--- src/rtl/fetch_ctrl_pkg.sv ---
// Shared types and constants for the instruction fetch sequencer.
// Widths, PC step, FSM state encoding and the {instr, pc} payload struct.
package fetch_ctrl_pkg;

    localparam int unsigned WORD_W  = 32;
    localparam int unsigned INSTR_W = 32;

    localparam logic [WORD_W-1:0] PC_STEP = 32'd4;

    typedef enum logic [1:0] {
        FETCH_IDLE  = 2'd0,
        FETCH_RUN   = 2'd1,
        FETCH_FAULT = 2'd2
    } fetch_state_t;

    typedef struct packed {
        logic [INSTR_W-1:0] instr;
        logic [WORD_W-1:0]  pc;
    } fetch_pkt_t;

endpackage

--- src/rtl/fetch_skid.sv ---
// One-entry skid buffer holding an {instr, pc} payload while decode stalls.
// Flush wins over fill; fill and drain are never requested together.
module fetch_skid
    import fetch_ctrl_pkg::*;
(
    input  logic       clk,
    input  logic       rst_n,
    input  logic       fill,
    input  logic       drain,
    input  logic       flush,
    input  fetch_pkt_t load_pkt,
    output logic       valid,
    output fetch_pkt_t held_pkt
);

    always_ff @(posedge clk) begin
        if (!rst_n) begin
            valid    <= 1'b0;
            held_pkt <= '0;
        end else if (flush) begin
            valid <= 1'b0;
        end else if (fill) begin
            valid    <= 1'b1;
            held_pkt <= load_pkt;
        end else if (drain) begin
            valid <= 1'b0;
        end
    end

endmodule

--- src/rtl/fetch_ctrl.sv ---
// Fetch sequencer: owns the PC, issues one instr_mem read per cycle, tracks the
// in-flight read and presents {instr, pc} to decode with a skid buffer and fault tracking.
module fetch_ctrl
    import fetch_ctrl_pkg::*;
#(
    parameter logic [WORD_W-1:0] RESET_PC   = 32'h0,
    parameter int unsigned       IMEM_WORDS = 1024
) (
    input  logic               clk,
    input  logic               rst_n,
    input  logic               fetch_en,
    input  logic               redirect_valid,
    input  logic [WORD_W-1:0]  redirect_pc,
    output logic [WORD_W-1:0]  imem_addr,
    input  logic [INSTR_W-1:0] imem_instr,
    output logic               out_valid,
    input  logic               out_ready,
    output logic [INSTR_W-1:0] out_instr,
    output logic [WORD_W-1:0]  out_pc,
    output logic               fault,
    output logic [WORD_W-1:0]  fault_pc
);

    localparam logic [WORD_W:0] PC_LIMIT = (WORD_W+1)'(IMEM_WORDS) << 2;

    fetch_state_t      state_q, state_d;
    logic [WORD_W-1:0] pc_q;
    logic              infl_v;
    logic [WORD_W-1:0] infl_pc;
    logic              fault_q;
    logic [WORD_W-1:0] fault_pc_q;

    logic              bad_pc;
    logic              issue;
    logic              fault_set;
    logic              fault_clr;
    logic              skid_v;
    logic              skid_fill;
    logic              skid_drain;
    fetch_pkt_t        skid_pkt;
    fetch_pkt_t        infl_pkt;

    assign bad_pc = (pc_q[1:0] != 2'b00) || ({1'b0, pc_q} >= PC_LIMIT);

    // A new read may only start if its data will have somewhere to land next cycle.
    assign issue = (state_q == FETCH_RUN) && !redirect_valid && !bad_pc
                   && (out_ready || (!skid_v && !infl_v));

    assign fault_set = (state_q == FETCH_RUN) && !redirect_valid && fetch_en && bad_pc;
    assign fault_clr = (state_q == FETCH_FAULT) && redirect_valid;

    always_comb begin
        state_d = state_q;
        case (state_q)
            FETCH_IDLE: begin
                if (!redirect_valid && fetch_en) state_d = FETCH_RUN;
            end
            FETCH_RUN: begin
                if (!redirect_valid) begin
                    if (!fetch_en)   state_d = FETCH_IDLE;
                    else if (bad_pc) state_d = FETCH_FAULT;
                end
            end
            FETCH_FAULT: begin
                if (redirect_valid) state_d = FETCH_RUN;
            end
            default: state_d = FETCH_IDLE;
        endcase
    end

    always_ff @(posedge clk) begin
        if (!rst_n) state_q <= FETCH_IDLE;
        else        state_q <= state_d;
    end

    always_ff @(posedge clk) begin
        if (!rst_n) begin
            pc_q       <= RESET_PC;
            infl_v     <= 1'b0;
            infl_pc    <= '0;
            fault_q    <= 1'b0;
            fault_pc_q <= '0;
        end else begin
            infl_v  <= issue;
            infl_pc <= pc_q;
            if (redirect_valid)  pc_q <= redirect_pc;
            else if (issue)      pc_q <= pc_q + PC_STEP;
            if (fault_set) begin
                fault_q    <= 1'b1;
                fault_pc_q <= pc_q;
            end else if (fault_clr) begin
                fault_q <= 1'b0;
            end
        end
    end

    assign infl_pkt   = '{instr: imem_instr, pc: infl_pc};
    assign skid_fill  = infl_v && !skid_v && !out_ready;
    assign skid_drain = skid_v && out_ready;

    fetch_skid u_skid (
        .clk      (clk),
        .rst_n    (rst_n),
        .fill     (skid_fill),
        .drain    (skid_drain),
        .flush    (redirect_valid),
        .load_pkt (infl_pkt),
        .valid    (skid_v),
        .held_pkt (skid_pkt)
    );

    always_comb begin
        out_instr = '0;
        out_pc    = '0;
        if (skid_v) begin
            out_instr = skid_pkt.instr;
            out_pc    = skid_pkt.pc;
        end else if (infl_v) begin
            out_instr = imem_instr;
            out_pc    = infl_pc;
        end
    end

    assign out_valid = !redirect_valid && (skid_v || infl_v);
    assign imem_addr = pc_q;
    assign fault     = fault_q;
    assign fault_pc  = fault_pc_q;

endmodule

--- config.mk ---
export PLATFORM = sky130hd
export DESIGN_NAME = fetch_ctrl
export DESIGN_NICKNAME = d
export VERILOG_FILES = /design/src/rtl/fetch_ctrl_pkg.sv /design/src/rtl/fetch_skid.sv /design/src/rtl/fetch_ctrl.sv
export SDC_FILE = /design/constraint.sdc
export NUM_CORES = 1
export LEC_CHECK = 0
export CAP_MARGIN = 20
export CORE_MARGIN = 5
export CORE_UTILIZATION = 49
export DETAILED_ROUTE_END_ITERATION = 6
export PLACE_DENSITY_LB_ADDON = 0.05
export SLEW_MARGIN = 20
export SYNTH_ARGS = -nofsm -noshare
export SYNTH_HDL_FRONTEND = slang
export SYNTH_HIERARCHICAL = 1
export SYNTH_SLANG_ARGS = --single-unit
export TNS_END_PERCENT = 1
--- constraint.sdc ---
create_clock -name clk -period 5.91 [get_ports clk]
set_input_delay 1.773 -clock clk [delete_from_list [all_inputs] [get_ports clk]]
set_output_delay 1.773 -clock clk [all_outputs]
set_load 0.02 [all_outputs]
# Word level (Yosys, flattened, before mapping)
# Index checks and enable logic that the tools add are counted.
# word_totals
ff_bits	165
inputBits	69
# op_classes
add_sub_neg	1
order_cmp	1
eq_ne	6
mux	16
n_bitwise	2
reduce_logical	28
# op_table
cell	n
2-to-1 mux 32 bit	6
adder 32 x 3 -> 32 bit (second input constant)	1
greater-or-equal comparator 32 x 13 -> 1 bit (second input constant)	1
logical AND 1 bit	12
2-to-1 mux 2 bit	5
nonzero test 2 bit	4
!= test 2 bit (second input constant)	3
case mux 2 bit (3 select lines)	1
zero test 1 bit	5
2-to-1 mux 1 bit	4
AND reduction 4 bit	1
logical OR 1 bit	3
!= test 3 bit (second input constant)	1
== test 2 x 1 -> 1 bit (second input constant)	1
== test 2 bit (second input constant)	1
zero test 2 bit	1
NOT 1 bit	2
AND reduction 2 bit	1
OR reduction 2 bit	1

# Longest topological paths before layout
# Gate-level depths: netlist of run 1.
# logic_depth
word_depth	7
ltp_mapped	8
ltp_nobuf	6

# By module
# Netlist of run 1, hierarchy kept.
# modules_own_cells
module	n_inst	cells_each	area_per_inst_um2
fetch_ctrl	1	461	4251.6
fetch_skid	1	282	2670.1

# Worst setup path before layout of run 1
# OpenSTA, ideal clock, no wires.
# synth_timing
kind	input -> output
start	input port redirect_valid
end	output port out_valid
arrival_ps	2438
required_ps	4137
setup_slack_ps	1699
stages	3
path_buffers	2
path_cell_list	buf_2 -> buf_2 -> nor2_1
# synth_between
elab_chain_len	2
# synth_lines
item	line	text
start, declared	fetch_ctrl.sv:12	input logic redirect_valid,
zero test 1 bit	fetch_ctrl.sv:124	assign out_valid = !redirect_valid && (skid_v || infl_v);
logical AND 1 bit	fetch_ctrl.sv:124	
end, declared	fetch_ctrl.sv:16	output logic out_valid,
# No other way between the ends.

# Worst setup path after layout of run 1
# layout_timing
start	input port imem_instr[30]
end	output port out_instr[30]
# layout_between
elab_chain_len	2
# layout_lines
item	line	text
start, declared	fetch_ctrl.sv:15	input logic [INSTR_W-1:0] imem_instr,
2-to-1 mux 32 bit	fetch_ctrl.sv:118	end else if (infl_v) begin
2-to-1 mux 32 bit	fetch_ctrl.sv:115	if (skid_v) begin
end, declared	fetch_ctrl.sv:18	output logic [INSTR_W-1:0] out_instr,
# No other way between the ends.

==> summary.txt, run 1 <==
STA
  – Max Slew Vio Count: 0
  – Fmax: between 0.2 and 0.25 GHz
  – Setup TNS: 0 ns
  – Min Clock Period, post-route: ~5 ns
  – Final Cycle Share: between 80% and 90%
  – Setup violations, final: 0
  – RSZ-0062 raised after global routing: no
  – Worst slew pin tran: slightly above 1 ns
  – Final Skew: around 0.007 ns
  – Slew HR: between 30% and 40%
  – Final hold vios: 0

Layout
  – Fillers: 1,115
  – Diode count: 0
  – Final net count: just under 1,000
  – Fin cells: roughly 1,100
  – Core Util, Final: 67.9%
  – Fraction of layout instances using a drive strength above 1: 6.18%
  – Area growth syn-to-layout: 36.2%

Pwr
  – Worst vdd ir: between 200 and 300 µV
  – Final Power: 0.00245 W
  – Pleak: around 3.6 nW
  – Power Dens Cells: between 200 and 300 nW/µm²

Global route
  – Total track usage: 21.3%
  – Global-route wire length before repair: approximately 28 mm
  – Initial antenna violation count: 0
  – Via count of the first global-routing pass: 5,657
  – Largest net degree at the start of global routing: 166
  – Grt ovf: 0

Critical path
  – Critical path startpoint: imem_instr[30]
  – R2R Setup Slk: 2.69 ns
  – Crit end category: primary output
  – Crit path DAT: about 3.1 ns
  – CP max FO: 2
  – FF-to-FF Start: infl_v
  – Worst EP required: just over 4 ns
  – Startpoint Class: primary input
  – CP Class: primary input to primary output

Min path
  – Worst hold-check path type: flop to flop
  – Min-delay src: infl_pc[17]

Yosys
  – Fraction of registers with async set/reset: 0%
  – Syn_nets: between 800 and 900
  – Mapped Area: 6920 µm²
  – Top-area cell type share of the netlist area: roughly 48%
  – Largest area contributor in the netlist: dfxtp_1
  – Synth warn: 6
  – Seq/Total Area, Yosys: a little under half
  – Cells after Synth: 743
  – Top area cells in the synthesized netlist: dfxtp_1 48%, mux2i_1 12%, nand2_1 9.1%, a22o_1 8.0%, nand3_1 2.3%
  – Syn avg cell area: between 9 and 10 µm²
  – Main synth FF type: dfxtp_1
  – Number of flops mapped to enable cells by yosys: 0
  – Distinct cells, synth: 48
  – FF+latch count, synth: 165

Job
  – Max-Cap Viols: 0

Clock network
  – Later-pin clock latency in the skew report: between 0.4 and 0.5 ns
  – TritonCTS clock tree: done
  – Clock Tree Root: clkbuf_16
  – Hold-fix buffers at CTS: 0
  – PostCTS Resize Cnt: 0
  – CTS Sinks: about 170
  – # Post-CTS Setup Buffers: 0
  – Worst-path clk slew: 0.06 ns
  – CTS max path bufs: 2
  – CTS Buf Count: 17
  – Htree depth: 4

Floorplanning
  – DIE AREA: around 17,000 µm²
  – Die X: ~130 µm
  – Die Ht: roughly 130 µm
  – Rows: 43
  – I/O pin count: 199
  – CORE AREA: roughly 14,000 µm²
  – Initial Util: ~50%

Routing
  – Iteration-0 DRC Markers: 257
  – Post-route ant nets: 0
  – DRC violations left: 0
  – WL final: approximately 17 mm
  – Total vias in the final route: about 5,700
  – First drt pass iteration count: 7
  – Drt wl/cell: 15.7 µm
  – Mean number of vias per cell: approximately 5.2

Placement
  – GP Congestion: ~0.8
  – Post-DP HPWL: 12.1 mm
  – Port buffer count: approximately 200
  – Placed cells: around 1,100

Status
  – Status: completed
-- registers in the layout, indices dropped and copies added (netlist names) --
register and flops:
u_skid/held_pkt 64, fault_pc 32, imem_addr 32, infl_pc 32, state_q 2, fault 1
infl_v 1, u_skid/valid 1
-- area by class of cell --
| cell class | count | area [µm²] | area share (%) |
|---|---|---|---|
| sequential | 165 | 3300 | 35.0 |
| multi-input combinational | 483 | 3110 | 33.0 |
| timing repair buffer | 206 | 2060 | 21.8 |
| clock buffer | 21 | 470 | 4.99 |
| tap | 180 | 225 | 2.39 |
| inverter | 36 | 135 | 1.43 |
| clock inverter | 11 | 125 | 1.33 |
-- critical path, cell delays in order --
cell	delay, ns
clkdlybuf4s50_1	0.48
nand2_1	0.06
o21ai_0	0.17
clkdlybuf4s50_1	0.65
-- cell families (layout without fill, tap and decap cells) --
group           Yosys count  after routing  share of synthesized area, %
fa+ha+maj                 2              2                         0.361
simple gates            263            263                          17.7
mux                      89             89                          12.9
compound gates          129            129                          13.7
flops                   165            165                          47.7
buf+inv                  95            274                          7.59
-- placed cells by master, fill, tap and decap left out, types with 3 or more instances in the layout --
cell type / count
a211oi_1: 3
a21oi_1: 3
a22o_1: 63
a31oi_1: 3
and2_1: 4
and3_1: 8
buf_4: 7
clkbuf_16: 17
clkbuf_8: 3
clkdlybuf4s50_1: 196
clkinvlp_4: 5
dfxtp_1: 164
inv_1: 36
mux2i_1: 86
nand2_1: 167
nand3_1: 32
nor2_1: 11
nor2b_1: 17
nor3_1: 3
nor4_2: 4
o21ai_0: 17
o21ai_1: 30
-- power breakdown --
part           internal (W)  switching, W  leakage (nW)
logic             0.0000971     0.0000964          2.02
registers           0.00114     0.0000260          1.34
clock network      0.000656      0.000440         0.278
total               0.00189      0.000562          3.63
-- routing by layer --
layer / GRT usage (%) / share of wire [%] / up-vias
met1: 28.4 / 46 / 2621
met4: 8.52 / 2.6 / 0
met5: 0 / 0 / -
met2: 32.0 / 44 / 180
li1: - / - / 2874
met3: 6.81 / 7.3 / 31
-- final timing paths --
path	endpoint	cells past startpoint
worst max-delay path	out_instr[30]	4
worst max register to register	u_skid/held_pkt[45]	5
worst min register to register	u_skid/held_pkt[17]	2
worst min-delay path	u_skid/held_pkt[17]	2
-- Yosys cell counts, drive strengths merged (4+ instances only) --
library cell and count:
nor3 5, nand2 167, nor4 6, buf 35, inv 36, clkbuf 24, nand3 32, mux2i 86
nor2 11, dfxtp 165, o21ai 47, a211oi 4, and2 4, and3 8, nor2b 19, a22o 63
-- stage by stage --
stage / hold WS [ns] / setup slack, ns / area (µm²)
after floorplan: 0.435 / 1.70 / 6920
after global placement: 0.442 / 1.00 / 8800
after detailed placement: 0.449 / 0.993 / 8800
after CTS: 0.456 / 0.991 / 9400
after global routing: 0.472 / 0.932 / 9430
final: 0.456 / 1.00 / 9430
Power figures use the tool's default switching activity.
==> run 2, diff against run 1 <==
--- a/config.mk
+++ b/config.mk
@@ -7,7 +7,7 @@
 export LEC_CHECK = 0
 export CAP_MARGIN = 20
 export CORE_MARGIN = 5
-export CORE_UTILIZATION = 49
+export CORE_UTILIZATION = 48
 export DETAILED_ROUTE_END_ITERATION = 6
 export PLACE_DENSITY_LB_ADDON = 0.05
 export SLEW_MARGIN = 20
==> constraint.sdc (replaced) <==
create_clock -name clk -period 4.8 [get_ports clk]
set_input_delay 1.44 -clock clk [delete_from_list [all_inputs] [get_ports clk]]
set_output_delay 1.44 -clock clk [all_outputs]
set_load 0.02 [all_outputs]
==> run 2 against run 1 <==
Against the previous run:
- combinational power is 23% higher
- non-clock buffer count stayed put
- global-route usage decreased by 0.73 points
- largest power group unchanged
- sequential power is 23% higher
- critical path type unchanged
- clock-buffer cell count shrank 2
- critical path depth unchanged
- first-iteration DRC count rose by 17%
- total power grew 25%
- via count is 0.23% higher
==> summary.txt, run 2 (synthesis gave the netlist of run 1 again) <==
Layout
  – Core Util, Final: ~68%
  – Area occupied by multi-input gates: 3110 µm²
  – Diode count: 0
  – Most common cell after layout, fill and taps aside: clkdlybuf4s50_1
  – Commonest non-fill, non-tap cells in the layout: 196 x clkdlybuf4s50_1, 167 x nand2_1, 164 x dfxtp_1, 86 x mux2i_1, 63 x a22o_1
  – Max FFs per register: 64
  – Fillers: between 1,000 and 1,500
  – Final net count: a little under 1,000
  – Reg area: 3300 µm²
  – Fraction of layout instances using a drive strength above 1: about 6.3%
  – Area growth syn-to-layout: 36.7%
  – Top reg by flops: u_skid/held_pkt

Floorplanning
  – Rows: 43
  – CORE AREA: between 10,000 and 15,000 µm²
  – Die Ht: 130 µm
  – Die X: between 100 and 150 µm
  – I/O pin count: approximately 200
  – Initial Util: between 40% and 50%
  – DIE AREA: between 15,000 and 20,000 µm²

Global route
  – Grt ovf: 0
  – Largest net degree at the start of global routing: roughly 160
  – Total track usage: between 20 and 25%
  – Initial antenna violation count: 0
  – Global-route wire length before repair: 27.8 mm
  – Via count of the first global-routing pass: approximately 5,600

Routing
  – WL met2: 7.71 mm
  – First drt pass iteration count: 5
  – Mean number of vias per cell: around 5.2
  – DRC violations left: 0
  – WL final: 17.4 mm
  – Top Metal Used: met4
  – Met3 Routed Length: around 1.4 mm
  – Post-route ant nets: 0
  – Iteration-0 DRC Markers: 300
  – Drt wl/cell: between 15 and 20 µm
  – Total vias in the final route: 5,719
  – Metal-1 WL: between 7 and 8 mm

Placement
  – Port buffer count: about 200
  – Post-DP HPWL: approximately 12 mm
  – GP Congestion: roughly 0.78

Critical path
  – Startpoint Class: primary input
  – Critical path startpoint: imem_instr[30]
  – FF-to-FF Start: imem_addr[21]
  – CP max FO: 2
  – R2R Setup Slk: 2.49 ns
  – Crit path DAT: about 2.8 ns
  – CP Class: primary input to primary output
  – Worst EP required: about 3.4 ns
  – Crit end category: primary output
  – Worst flop-to-flop path endpoint: fault_pc[25]
  – R2R depth: 6

Pwr
  – Pleak: roughly 3.7 nW
  – Power Dens Cells: ~330 nW/µm²
  – Final Power: about 0.0031 W
  – Worst vdd ir: between 150 and 200 µV

Clock network
  – CTS Buf Count: 17
  – CTS max path bufs: 2
  – CTS Sinks: about 170
  – PostCTS Resize Cnt: 0
  – Hold-fix buffers at CTS: 0
  – # Post-CTS Setup Buffers: 0
  – Later-pin clock latency in the skew report: approximately 0.42 ns
  – TritonCTS clock tree: done
  – Clock Tree Root: clkbuf_16
  – Worst-path clk slew: ~0.06 ns
  – Htree depth: 4

STA
  – Final hold vios: 0
  – Final Cycle Share: between 80 and 90%
  – Max Slew Vio Count: 0
  – Worst slew pin tran: 1.02 ns
  – Final Skew: around 0.0075 ns
  – Min Clock Period, post-route: 4.19 ns
  – Setup violations, final: 0
  – Slew HR: between 30% and 40%
  – Fmax: between 0.2 and 0.25 GHz
  – RSZ-0062 raised after global routing: no
  – Setup TNS: 0 ns

Job
  – Max-Cap Viols: 0

Status
  – Status: completed

Min path
  – Sink of the worst hold path: u_skid/held_pkt[17]
  – Hold path cells: 2
  – Min-delay src: infl_pc[17]
  – Worst hold-check path type: flop to flop
-- run 2: cell types whose count changed in the layout (fill, tap and decap cells not counted), moves of 2 or more --
cell | previous run | this run
buf_12 | 0 | 2
clkinvlp_4 | 5 | 2
clkinv_4 | 1 | 4
inv_6 | 1 | 3
-- run 2: layout make-up --
class,instances,share of cell area (%)
clock buffers,19,4.79
inverters,36,1.43
repair buffers,206,21.8
multi-input cells,483,32.9
well taps,180,2.38
clock inverters,13,1.81
flip-flops and latches,165,34.9
-- run 2: worst max-delay path, cell delays in order --
cell	delay (ns)
clkdlybuf4s50_1	0.48
nand2_1	0.05
o21ai_0	0.15
clkdlybuf4s50_1	0.63
-- run 2: metal layers --
metal	vias to the layer above	track usage, %
li1	2872	-
met3	25	6.14
met5	-	0
met2	201	31.1
met4	0	8.13
met1	2621	27.5
-- run 2: stage by stage --
stage / hold slack [ns] / cell area [µm²] / worst slack [ns] / std cells
3_5_place_dp: 0.448 / 8840 / 0.613 / 1070
3_3_place_gp: 0.442 / 8840 / 0.617 / 1070
5_1_grt: 0.475 / 9460 / 0.541 / 1102
4_1_cts: 0.459 / 9460 / 0.607 / 1102
6_report: 0.454 / 9460 / 0.606 / 1102
2_1_floorplan: 0.435 / 6920 / 1.26 / 743
-- run 2: how the worst max path moves through the flow --
stage / slack, ns / cells after the start / endpoint
CTS: 0.61 / 4 / out_instr[30]
detailed placement: 0.61 / 4 / out_instr[30]
finish: 0.61 / 4 / out_instr[30]
global route: 0.54 / 4 / out_instr[30]
global placement: 0.62 / 4 / out_instr[30]
floorplan: 1.26 / 3 / out_valid
-- run 2: power breakdown --
group          switching, W  internal [W]  total, W
clock              0.000554      0.000853   0.00141
sequential        0.0000313       0.00140   0.00143
combinational      0.000120      0.000119  0.000238
==> run 3, diff against run 2 <==
--- a/config.mk
+++ b/config.mk
@@ -5,9 +5,10 @@
 export SDC_FILE = /design/constraint.sdc
 export NUM_CORES = 1
 export LEC_CHECK = 0
-export CAP_MARGIN = 20
+export CAP_MARGIN = 30
 export CORE_MARGIN = 5
 export CORE_UTILIZATION = 48
+export CTS_CLUSTER_DIAMETER = 40
 export DETAILED_ROUTE_END_ITERATION = 6
 export PLACE_DENSITY_LB_ADDON = 0.05
 export SLEW_MARGIN = 20
==> run 3 against run 2 <==
Against the previous run:
- flip-flop and latch count unchanged
- final area up 0.29%
- via count down 0.58%
- clock-buffer cell count unchanged
- total power about the same
- worst hold slack better by 0.0040 ns
- clock skew down 0.00069 ns
- sequential power about the same
==> summary.txt, run 3 (synthesis gave the netlist of run 1 again) <==
STA
  – Setup TNS: 0 ns
  – Fmax: 0.239 GHz
  – Final hold vios: 0
  – Min Clock Period, post-route: between 4 and 5 ns
  – Max Slew Vio Count: 0
  – Setup violations, final: 0
  – RSZ-0062 raised after global routing: no
  – Worst slew pin tran: ~0.72 ns
  – Slew HR: between 50 and 60%
  – Final Cycle Share: between 80% and 90%
  – Final Skew: 0.00680 ns

Routing
  – Total vias in the final route: 5,686
  – WL final: ~17 mm
  – Iteration-0 DRC Markers: about 350
  – Post-route ant nets: 0
  – First drt pass iteration count: 5
  – DRC violations left: 0
  – Mean number of vias per cell: just over 5
  – Drt wl/cell: 15.8 µm

Global route
  – Total track usage: between 20 and 25%
  – Global-route wire length before repair: ~28 mm
  – Via count of the first global-routing pass: 5,601
  – Grt ovf: 0
  – Initial antenna violation count: 0
  – Largest net degree at the start of global routing: around 160

Critical path
  – Worst EP required: 3.36 ns
  – CP max FO: 2
  – Startpoint Class: primary input
  – Crit path DAT: approximately 2.8 ns
  – CP Class: primary input to primary output
  – Crit end category: primary output

Clock network
  – PostCTS Resize Cnt: 0
  – Hold-fix buffers at CTS: 0
  – Htree depth: 4
  – TritonCTS clock tree: done
  – CTS max path bufs: 2
  – Worst-path clk slew: approximately 0.060 ns
  – CTS Buf Count: 17
  – # Post-CTS Setup Buffers: 0
  – CTS Sinks: ~170
  – Clock Tree Root: clkbuf_16
  – Later-pin clock latency in the skew report: 0.42 ns

Placement
  – Post-DP HPWL: 12.1 mm
  – Cell Area, Placed: a little under 9000 µm²
  – Port buffer count: 198
  – GP Congestion: ~0.78

Layout
  – Most common cell after layout, fill and taps aside: clkdlybuf4s50_1
  – Fraction of layout instances using a drive strength above 1: approximately 6.4%
  – Post-route cell area: 9490 µm²
  – Core Util, Final: between 60% and 70%
  – Diode count: 0
  – Area growth syn-to-layout: 37.1%
  – Commonest non-fill, non-tap cells in the layout: 196 x clkdlybuf4s50_1, 167 x nand2_1, 164 x dfxtp_1, 86 x mux2i_1, 63 x a22o_1
  – Top reg by flops: u_skid/held_pkt
  – Max FFs per register: 64
  – Fillers: about 1,100
  – Final net count: approximately 980

Status
  – Status: completed

Job
  – Max-Cap Viols: 0

Floorplanning
  – DIE AREA: 16,900 µm²
  – I/O pin count: about 200
  – Initial Util: about half
  – Rows: between 40 and 50
  – CORE AREA: between 10,000 and 15,000 µm²
  – Die Ht: 130 µm
  – Die X: ~130 µm

Pwr
  – Final Power: 0.00308 W
  – Worst vdd ir: about 180 µV
  – Power Dens Cells: roughly 320 nW/µm²
  – Pleak: 3.67 nW

Min path
  – Worst hold-check path type: flop to flop
==> run 3: changes by cell type in the layout (fill, tap and decap cells not counted), sizes merged <==
cell,before,now
buf,10,11
==> run 3: routing by layer <==
layer / vias up / part of all wire [%] / track usage, %
li1: 2874 / - / -
met1: 2594 / 45 / 27.5
met2: 189 / 44 / 31.1
met3: 29 / 8.3 / 6.14
met4: 0 / 2.4 / 8.13
met5: - / 0 / 0
==> run 3: layout make-up <==
cell class                      instances  area [µm²]  share of cell area [%]
Clock buffer                           19         453                    4.77
Clock inverter                         13         171                    1.81
Inverter                               36         135                    1.42
Multi-Input combinational cell        483        3110                    32.8
Sequential cell                       165        3300                    34.8
Tap cell                              180         225                    2.37
Timing Repair Buffer                  207        2090                    22.0
==> run 3: final timing paths <==
check                      start       endpoint  slack, ns  cells past startpoint
setup / recovery  imem_instr[30]  out_instr[30]       0.61                      4
hold / removal      fault_pc[10]   fault_pc[10]       0.46                      2
setup reg to reg   imem_addr[21]   fault_pc[25]       2.50                      6
hold reg to reg     fault_pc[10]   fault_pc[10]       0.46                      2
==> run 3: worst max-delay path, stage by stage <==
cell             delay (ns)
clkdlybuf4s50_1        0.48
nand2_1                0.05
o21ai_0                0.15
clkdlybuf4s50_1        0.63
==> run 3: report_power, final <==
group          switching [W]  total [W]  internal, W
clock               0.000553    0.00141     0.000853
sequential         0.0000314    0.00143      0.00140
combinational       0.000120   0.000241     0.000121
==> run 3: metrics by stage <==
stage / hold slack [ns] / setup WS, ns / std cells
floorplan: 0.435 / 1.26 / 743
global placement: 0.442 / 0.617 / 1070
detailed placement: 0.448 / 0.613 / 1070
CTS: 0.459 / 0.607 / 1102
global route: 0.475 / 0.541 / 1103
finish: 0.458 / 0.609 / 1103
